[src/rtl/frog_game_controller_pkg.sv]
// Shared game parameters for the frog game: state encoding, default
// parameter values and a helper that sizes the frame counter.
package frog_game_controller_pkg;

   typedef enum logic [2:0] {
      ST_IDLE      = 3'd0,
      ST_PLAY      = 3'd1,
      ST_DYING     = 3'd2,
      ST_LEVEL_UP  = 3'd3,
      ST_GAME_OVER = 3'd4
   } game_state_t;

   localparam int DEF_START_LIVES  = 3;
   localparam int DEF_MAX_LEVEL    = 9;
   localparam int DEF_DEATH_FRAMES = 60;
   localparam int DEF_WIN_FRAMES   = 30;

   localparam logic [7:0] SCORE_MAX = 8'hFF;

   // Frame counter must hold the larger of the two sequence lengths without
   // wrapping, and is never narrower than 7 bits.
   function automatic int frame_cnt_width(input int a, input int b);
      int m;
      int w;
      m = (a > b) ? a : b;
      w = $clog2(m + 1);
      return (w < 7) ? 7 : w;
   endfunction

endpackage

[src/rtl/frog_game_controller_frame_timer.sv]
// Frame timer: counts frame ticks while enabled, clears on request,
// saturates instead of wrapping, and flags the tick that reaches the limit.
module frame_timer
   import frog_game_controller_pkg::*;
#(
   parameter int WIDTH     = 7,
   parameter int BLINK_BIT = 3
) (
   input  logic             i_clk,
   input  logic             i_reset,
   input  logic             i_clear,
   input  logic             i_tick,
   input  logic [WIDTH-1:0] i_limit,
   output logic             o_blink_next,
   output logic             o_done
);

   localparam logic [WIDTH-1:0] CNT_MAX = '1;

   logic [WIDTH-1:0] r_count;
   logic [WIDTH-1:0] w_count_next;

   // Next count: clear has priority, otherwise a saturating increment per tick.
   always_comb begin
      w_count_next = r_count;
      if (i_clear) begin
         w_count_next = '0;
      end else if (i_tick && (r_count != CNT_MAX)) begin
         w_count_next = r_count + 1'b1;
      end
   end

   // Counter register.
   always_ff @(posedge i_clk or posedge i_reset) begin
      if (i_reset) begin
         r_count <= '0;
      end else begin
         r_count <= w_count_next;
      end
   end

   // Done marks the tick that brings the count to the limit; the blink bit is
   // taken from the value the counter will hold after this edge so the
   // registered sprite-blink output lines up with the counter.
   assign o_done       = i_tick && !i_clear && (w_count_next == i_limit);
   assign o_blink_next = w_count_next[BLINK_BIT];

endmodule

[src/rtl/frog_game_controller.sv]
// Frog game controller: sequences title, play, death and level-up phases,
// and keeps level, lives and score for the rest of the game logic.
module frog_game_controller
   import frog_game_controller_pkg::*;
#(
   parameter int START_LIVES  = DEF_START_LIVES,
   parameter int MAX_LEVEL    = DEF_MAX_LEVEL,
   parameter int DEATH_FRAMES = DEF_DEATH_FRAMES,
   parameter int WIN_FRAMES   = DEF_WIN_FRAMES
) (
   input  logic       i_clk,
   input  logic       i_reset,
   input  logic       i_start_btn,
   input  logic       i_frame_tick,
   input  logic       i_death_collision,
   input  logic       i_win_collision,
   output logic [3:0] o_current_level,
   output logic [1:0] o_lives,
   output logic [7:0] o_score,
   output logic       o_frog_respawn,
   output logic       o_freeze,
   output logic       o_game_over,
   output logic       o_death_flash
);

   localparam int               CNT_W      = frame_cnt_width(DEATH_FRAMES, WIN_FRAMES);
   localparam logic [CNT_W-1:0] DEATH_LIM  = CNT_W'(DEATH_FRAMES);
   localparam logic [CNT_W-1:0] WIN_LIM    = CNT_W'(WIN_FRAMES);
   localparam logic [3:0]       LEVEL_MAX  = 4'(MAX_LEVEL);
   localparam logic [1:0]       LIVES_INIT = 2'(START_LIVES);

   game_state_t r_state;
   game_state_t w_state_next;
   logic [3:0]  r_level;
   logic [3:0]  w_level_next;
   logic [1:0]  r_lives;
   logic [1:0]  w_lives_next;
   logic [7:0]  r_score;
   logic [7:0]  w_score_next;
   logic        r_respawn;
   logic        w_respawn_next;
   logic        r_freeze;
   logic        w_freeze_next;
   logic        r_game_over;
   logic        w_game_over_next;
   logic        r_death_flash;
   logic        w_death_flash_next;

   logic             w_timer_clear;
   logic [CNT_W-1:0] w_timer_limit;
   logic             w_timer_done;
   logic             w_blink_next;

   // The counter only runs inside the two timed phases; everywhere else it is
   // held at zero, so each timed phase starts from a cleared count.
   assign w_timer_clear = !((r_state == ST_DYING) || (r_state == ST_LEVEL_UP));
   assign w_timer_limit = (r_state == ST_DYING) ? DEATH_LIM : WIN_LIM;

   frame_timer #(
      .WIDTH     (CNT_W),
      .BLINK_BIT (3)
   ) u_frame_timer (
      .i_clk        (i_clk),
      .i_reset      (i_reset),
      .i_clear      (w_timer_clear),
      .i_tick       (i_frame_tick),
      .i_limit      (w_timer_limit),
      .o_blink_next (w_blink_next),
      .o_done       (w_timer_done)
   );

   // State and output registers; every output is a flop.
   always_ff @(posedge i_clk or posedge i_reset) begin
      if (i_reset) begin
         r_state       <= ST_IDLE;
         r_level       <= 4'd0;
         r_lives       <= LIVES_INIT;
         r_score       <= 8'd0;
         r_respawn     <= 1'b0;
         r_freeze      <= 1'b1;
         r_game_over   <= 1'b0;
         r_death_flash <= 1'b0;
      end else begin
         r_state       <= w_state_next;
         r_level       <= w_level_next;
         r_lives       <= w_lives_next;
         r_score       <= w_score_next;
         r_respawn     <= w_respawn_next;
         r_freeze      <= w_freeze_next;
         r_game_over   <= w_game_over_next;
         r_death_flash <= w_death_flash_next;
      end
   end

   // Next-state and next-output logic; collisions only matter on frame ticks in PLAY.
   always_comb begin
      w_state_next   = r_state;
      w_level_next   = r_level;
      w_lives_next   = r_lives;
      w_score_next   = r_score;
      w_respawn_next = 1'b0;

      case (r_state)
         ST_IDLE, ST_GAME_OVER: begin
            if (i_start_btn) begin
               w_state_next   = ST_PLAY;
               w_level_next   = 4'd1;
               w_lives_next   = LIVES_INIT;
               w_score_next   = 8'd0;
               w_respawn_next = 1'b1;
            end
         end
         ST_PLAY: begin
            if (i_frame_tick) begin
               // Death wins over a simultaneous win.
               if (i_death_collision) begin
                  w_state_next = ST_DYING;
                  if (r_lives != 2'd0) begin
                     w_lives_next = r_lives - 2'd1;
                  end
               end else if (i_win_collision) begin
                  w_state_next = ST_LEVEL_UP;
                  w_level_next = (r_level >= LEVEL_MAX) ? LEVEL_MAX : r_level + 4'd1;
                  w_score_next = (r_score == SCORE_MAX) ? SCORE_MAX : r_score + 8'd1;
               end
            end
         end
         ST_DYING: begin
            if (w_timer_done) begin
               if (r_lives == 2'd0) begin
                  w_state_next = ST_GAME_OVER;
               end else begin
                  w_state_next   = ST_PLAY;
                  w_respawn_next = 1'b1;
               end
            end
         end
         ST_LEVEL_UP: begin
            if (w_timer_done) begin
               w_state_next   = ST_PLAY;
               w_respawn_next = 1'b1;
            end
         end
         default: begin
            w_state_next = ST_IDLE;
         end
      endcase

      w_freeze_next      = (w_state_next != ST_PLAY);
      w_game_over_next   = (w_state_next == ST_GAME_OVER);
      w_death_flash_next = (w_state_next == ST_DYING) && w_blink_next;
   end

   assign o_current_level = r_level;
   assign o_lives         = r_lives;
   assign o_score         = r_score;
   assign o_frog_respawn  = r_respawn;
   assign o_freeze        = r_freeze;
   assign o_game_over     = r_game_over;
   assign o_death_flash   = r_death_flash;

endmodule

[config.mk]
export PLATFORM = sky130hd
export DESIGN_NAME = frog_game_controller
export DESIGN_NICKNAME = d
export VERILOG_FILES = /design/src/rtl/frog_game_controller_pkg.sv /design/src/rtl/frog_game_controller_frame_timer.sv /design/src/rtl/frog_game_controller.sv
export SDC_FILE = /design/constraint.sdc
export NUM_CORES = 1
export LEC_CHECK = 0
export BUFFER_PORTS_ARGS = -buffer_cell sky130_fd_sc_hd__buf_2
export CORE_AREA = 2 2 51 65
export CTS_BUF_LIST = sky130_fd_sc_hd__clkbuf_16
export DETAILED_ROUTE_END_ITERATION = 6
export DIE_AREA = 0 0 53 67
export PLACE_DENSITY = 0.82
export SLEW_MARGIN = 20
export SYNTH_ARGS = -nofsm -noshare
export SYNTH_HDL_FRONTEND = slang
export SYNTH_SLANG_ARGS = --single-unit
[constraint.sdc]
create_clock -name i_clk -period 2.59 [get_ports i_clk]
set_input_delay 0.259 -clock i_clk [delete_from_list [all_inputs] [get_ports i_clk]]
set_output_delay 0.259 -clock i_clk [all_outputs]
set_load 0.02 [all_outputs]
# Word-level counts from Yosys, hierarchy flattened
# Index checks and enable logic that the tools add are counted.
dict set report classes {
  add_sub_neg 4
  n_lt_le_gt_ge 1
  eq_ne 16
  n_mux 33
  reduce_logical 12
}
# operator count
set op_table {}
lappend op_table {{$mux 8} 5}
lappend op_table {{$mux 3} 7}
lappend op_table {{$mux 4} 5}
lappend op_table {{$pmux 8 s2} 1}
lappend op_table {{$mux 7} 2}
lappend op_table {{$ne 2x2->1 const B} 6}
lappend op_table {{$pmux 3 s4} 1}
lappend op_table {{$reduce_and 5->1} 2}
lappend op_table {{$eq 3x2->1 const B} 3}
lappend op_table {{$add 8x1->8 const B} 1}
lappend op_table {{$eq 8x8->1 const B} 1}
lappend op_table {{$mux 2} 4}
lappend op_table {{$pmux 4 s2} 1}
lappend op_table {{$add 7x1->7 const B} 1}
lappend op_table {{$eq 7x6->1} 1}
lappend op_table {{$ne 7x7->1 const B} 1}
lappend op_table {{$eq 3x3->1 const B} 2}
lappend op_table {{$mux 6} 1}
lappend op_table {{$add 4x1->4 const B} 1}
lappend op_table {{$ge 4x4->1 const B} 1}
lappend op_table {{$logic_and 1x1->1} 4}
lappend op_table {{$mux 1} 4}
lappend op_table {{$pmux 2 s2} 1}
lappend op_table {{$reduce_bool 2->1} 2}
lappend op_table {{8 further kinds} 8}
dict set report word_totals {
  regBits 28
  out_inout_bits 18
  wordCells 75
}

# Depth between registers and ports, before layout
dict set report depth {
  ltp_word 10
  ltp_mapped 7
  mapped_depth_nobuf 7
}

# Cells and area by module
# Synthesis repeated with hierarchy kept, for this count alone.
dict set report hier_totals {
  cells_unflattened 175
  area_unflattened_um2 1742.9
}
# module n_inst cells_per_inst area_each_um2 seq_area_each_um2
set by_module_without_submodules {}
lappend by_module_without_submodules {frog_game_controller 1 121 1234.9 529.3}
lappend by_module_without_submodules {frame_timer 1 54 508.0 175.2}

# Worst setup path before layout
# OpenSTA, ideal clock, no wires.
dict set report synth_timing {
  kind {flip-flop to flip-flop}
  startpoint {register u_frame_timer.r_count[0]}
  endpoint {register r_state[1]}
  arrival_ns 1.926
  t_required_ns 2.463
  path_slack_ns 0.537
  stages_incl_launch_ff 8
  path_cell_list {dfrtp_1 -> ha_1 -> nand2_1 -> o21ai_1 -> mux2i_1 -> mux2_2 -> o21ai_1 -> nand2_1}
}
dict set report synth_via {
  elab_chain_cells 8
  elab_cells_between_ends 10
  classes_between {add/sub: 1; eq/ne: 2; mux: 5; reduce/logical: 2}
}
# element line_no
set synth_rtl {}
lappend synth_rtl {{start, declared} frog_game_controller_frame_timer.sv:20} ;# logic [WIDTH-1:0] r_count;
lappend synth_rtl {{start signal, assigned} frog_game_controller_frame_timer.sv:38} ;# r_count <= w_count_next;
lappend synth_rtl {{parallel branches: the longest is 2 deep, another holds $add 7x1->7} -}
lappend synth_rtl {{$mux 7 (*)} frog_game_controller_frame_timer.sv:28} ;# end else if (i_tick && (r_count != CNT_MAX)) begin
lappend synth_rtl {{$mux 7 (*)} frog_game_controller_frame_timer.sv:26} ;# if (i_clear) begin
lappend synth_rtl {{$eq 7x6->1 (*)} frog_game_controller_frame_timer.sv:45} ;# assign o_done = i_tick && !i_clear && (w_count_next == i_limit);
lappend synth_rtl {{$logic_and 1x1->1 (*)} frog_game_controller_frame_timer.sv:45}
lappend synth_rtl {{$mux 3, on equally long branches} {frog_game_controller.sv:139, frog_game_controller.sv:129}}
lappend synth_rtl {{$pmux 3 s4 (*)} frog_game_controller.sv:103} ;# case (r_state)
lappend synth_rtl {{named net w_state_next[1]} frog_game_controller.sv:33} ;# game_state_t w_state_next;
lappend synth_rtl {{end signal, assigned} frog_game_controller.sv:84} ;# r_state <= w_state_next;
lappend synth_rtl {{end, declared} frog_game_controller.sv:32} ;# game_state_t r_state;
# Mark *: on every way through the listed nets, which the timed path passes.
# A chain may end at the register's enable or synchronous reset.

# Final worst setup path
# Same ends and word-level chain as after synthesis.

==> summary.md <==
| Metric | Value |
|---|---|
| Netlist Area Pre-Place | 1560 um2 |
| Register area share after synthesis | 45.1% |
| Worst skew pair latency | 260 ps |
| Slew @ Worst Pin | 573 ps |
| VDD IR max | 0.647 mV |
| # IOs | 24 |
| Sink Count | 28 |
| CP top delay family | multiplexers |
| Synth area leaders | dfrtp_1 (40%), dfstp_2 (5.0%), ha_1 (4.8%), nor2_1 (4.1%), nand2_1 (3.1%) |
| Root Buffer | clkbuf_16 |
| Pwr per Cell Area | 924 nW/um2 |
| Fin crit share | 92.0% |
| Crit path max fanout | 7 |
| Clock buffer depth | 2 |
| P_leak | 0.855 nW |
| Iteration count of the initial detailed-routing pass | 4 |
| Clk slew on worst S/H paths | about 70 ps |
| CTS tree | yes |
| Post-CTS Setup Bufs | 0 |
| Top Metal Used | met4 |
| Layout cells sized above 1 | 22.5% |
| Final nets | between 150 and 200 |
| Row Count | 22 |
| Asr flop ratio synth | 100% |
| Die area | 3550 um2 |
| M1 WL | roughly 1.4 mm |
| Slowest stage delay, CP | 480 ps |
| DIE WIDTH | about 53 um |
| Flops & latches, synth | 28 |
| DR vias | 1317 |
| Initial antenna violation count | 0 |
| CP startpoint kind | flip-flop |
| Synth cell types | 51 |
| Pwr Total | 0.00166 W |
| Max-slew headroom | 61.7% |
| Cell Area, Placed | ~1700 um2 |
| Synth Instances | 160 |
| Critical path type | flip-flop to flip-flop |
| Top_reg_cell synth | dfrtp_1 |
| WL met2 | 1.82 mm |
| Fin crit period | 2380 ps |
| CP max stage cell | mux2i_1 |
| WHS | 49.5 ps |
| Cell taking the most area after synthesis | dfrtp_1 |
| Initial DRC count | 44 |
| DRC errors left | 0 |
| Die height | 67 um |
| Total CTS buffers | 3 |
| Routability Congestion | roughly 0.76 |
| Status | finished, final reports clean |
| Final Skew | 3.58 ps |
| # setup viols final | 0 |
| CP required | 2730 ps |
| PortBufs | 23 |
| Gr usage total | 21.7% |
| Worst Path Arrival | 2520 ps |
| PostCTS Resize Cnt | 0 |
| Routed length per instance | 15.7 um |
| H-tree depth | 1 |
| Highest Clock Rate | 0.420 GHz |
| Gr ovfl total | 0 |
| Antenna-violating nets left | 0 |
| Hpwl dp | 2.48 mm |
| Core Region | 2890 um2 |
| Crit. End Element | flip-flop |
| Drt total wl | 3.43 mm |
| Vias per cell | 6.04 |
| Vias in the first global route | 1344 |
| WP buf/inv | 0 |
| Final Max Slew Viols | 0 |
| Largest net degree at the start of global routing | 29 |
| Hold Vio Cnt, Final | 0 |
| Syn_area_per_cell | 9.77 um2 |
| Max_cap viols | 0 |
| Yosys top cell area share | 40.0% |
| Syn Nets | approximately 170 |
| Initial Util | between 50% and 60% |
| Critical path, cell by cell | ha_1 > nand2_1 > o21ai_1 > mux2i_1 > mux2_2 > o21ai_1 > nand2_1 |
| Detail Route met3 WL | between 100 and 150 um |
| Layout area overhead | 15.0% |
| Setup_tns | 0 ps |
| Ant diodes | 0 |
| EDFF count, synth | 0 |
| Finished Cell Area | 1800 um2 |
| RSZ-0062 raised after global routing | false |
| Min-Delay Path Class | input port to async pin |
| Synth warn | 0 |
| First-pass GRT wire length | around 5.8 mm |
| Hold bufs inserted after CTS | 0 |
==> metrics by stage <==
stage | instances | setup slack (ps) | utilization, %
3_5_place_dp | 214 | 275 | 58.5
4_1_cts | 218 | 207 | 62.2
6_report | 218 | 208 | 62.2
3_3_place_gp | 214 | 438 | 58.5
5_1_grt | 218 | 19.2 | 62.2
2_1_floorplan | 160 | 537 | -
==> worst register-to-register path, cell delays in order (launching register included) <==
cell and delay (ps):
dfrtp_1 410, ha_1 290, nand2_1 120, o21ai_1 270, mux2i_1 480, mux2_2 390
o21ai_1 210, nand2_1 100
==> area by class of cell <==
cell class	count	area [um2]
Timing Repair Buffer	23	115
Clock buffer	3	75.1
Clock inverter	1	30.0
Tap cell	36	45.0
Multi-Input combinational cell	118	793
Inverter	9	33.8
Sequential cell	28	704
Fill cell	238	1090
==> state kept, by name, indices dropped and copies added (netlist names) <==
signal                 cells
o_game_over                1
o_freeze                   1
o_frog_respawn             1
r_state                    3
o_lives                    2
o_death_flash              1
o_current_level            4
u_frame_timer.r_count      7
o_score                    8
==> cell families (layout without fill, tap and decap cells) <==
group                    after synthesis  in the layout  share of synthesized area, %
multiplexers                           3              3                          2.00
AO/OA/AOI/OAI                         38             38                          16.8
flip-flops                            28             28                          45.1
AND/OR/NAND/NOR                       70             70                          26.6
XOR/XNOR                               1              1                         0.561
buffers and inverters                 14             36                          4.16
adder cells (fa/ha/maj)                6              6                          4.80
==> cell usage in the layout, fill, tap and decap left out, drive strengths merged, types with 3 or more instances in the layout <==
cell type and instances:
nor2 18, nor4 3, nand4 4, and3 3, nor3b 3, a21oi 8
buf 23, dfstp 3, nor2b 3, dfrtp 25, nand3 8, clkbuf 3
ha 6, nand2 13, a31oi 6, nor3 4, o21ai 8, inv 9
==> report_power, final <==
| group | internal, W | leakage [nW] | switching, W |
|---|---|---|---|
| clock | 0.000308 | 0.0511 | 0.000143 |
| sequential | 0.000549 | 0.364 | 0.000142 |
| combinational | 0.000205 | 0.440 | 0.000313 |
==> metal layers <==
layer | global-route usage (%) | up-vias
li1 | - | 633
met1 | 26.7 | 639
met2 | 37.0 | 37
met3 | 3.14 | 8
met4 | 9.29 | 0
met5 | 0 | -
==> Yosys cell counts (2+ instances only) <==
library cell and instances:
dfrtp_1 25, nor2_1 17, nand2_1 13, inv_1 9, a21oi_1 8, nand3_1 8
a31oi_1 6, ha_1 6, o21ai_1 5, nor3_1 4, and3_1 3, buf_4 3
dfstp_2 3, nand4_1 3, nor2b_1 3, o21ai_0 3, and4_1 2, mux2i_1 2
nor3b_1 2, nor4_1 2, o211ai_1 2, o21a_1 2
==> worst paths after layout <==
kind                                                from           to  slack (ps)  cells past startpoint
worst max-delay path            u_frame_timer.r_count[0]   r_state[1]         210                      7
worst min-delay path                             i_reset  o_game_over          50                      2
worst max register to register  u_frame_timer.r_count[0]   r_state[1]         210                      7
worst min register to register                o_lives[1]   o_lives[1]         530                      2
max in group asynchronous                        i_reset   o_lives[0]        2160                      2
min in group i_clk                     i_death_collision   o_lives[1]         320                      3
Note: power is estimated with default switching activity, not from simulation.
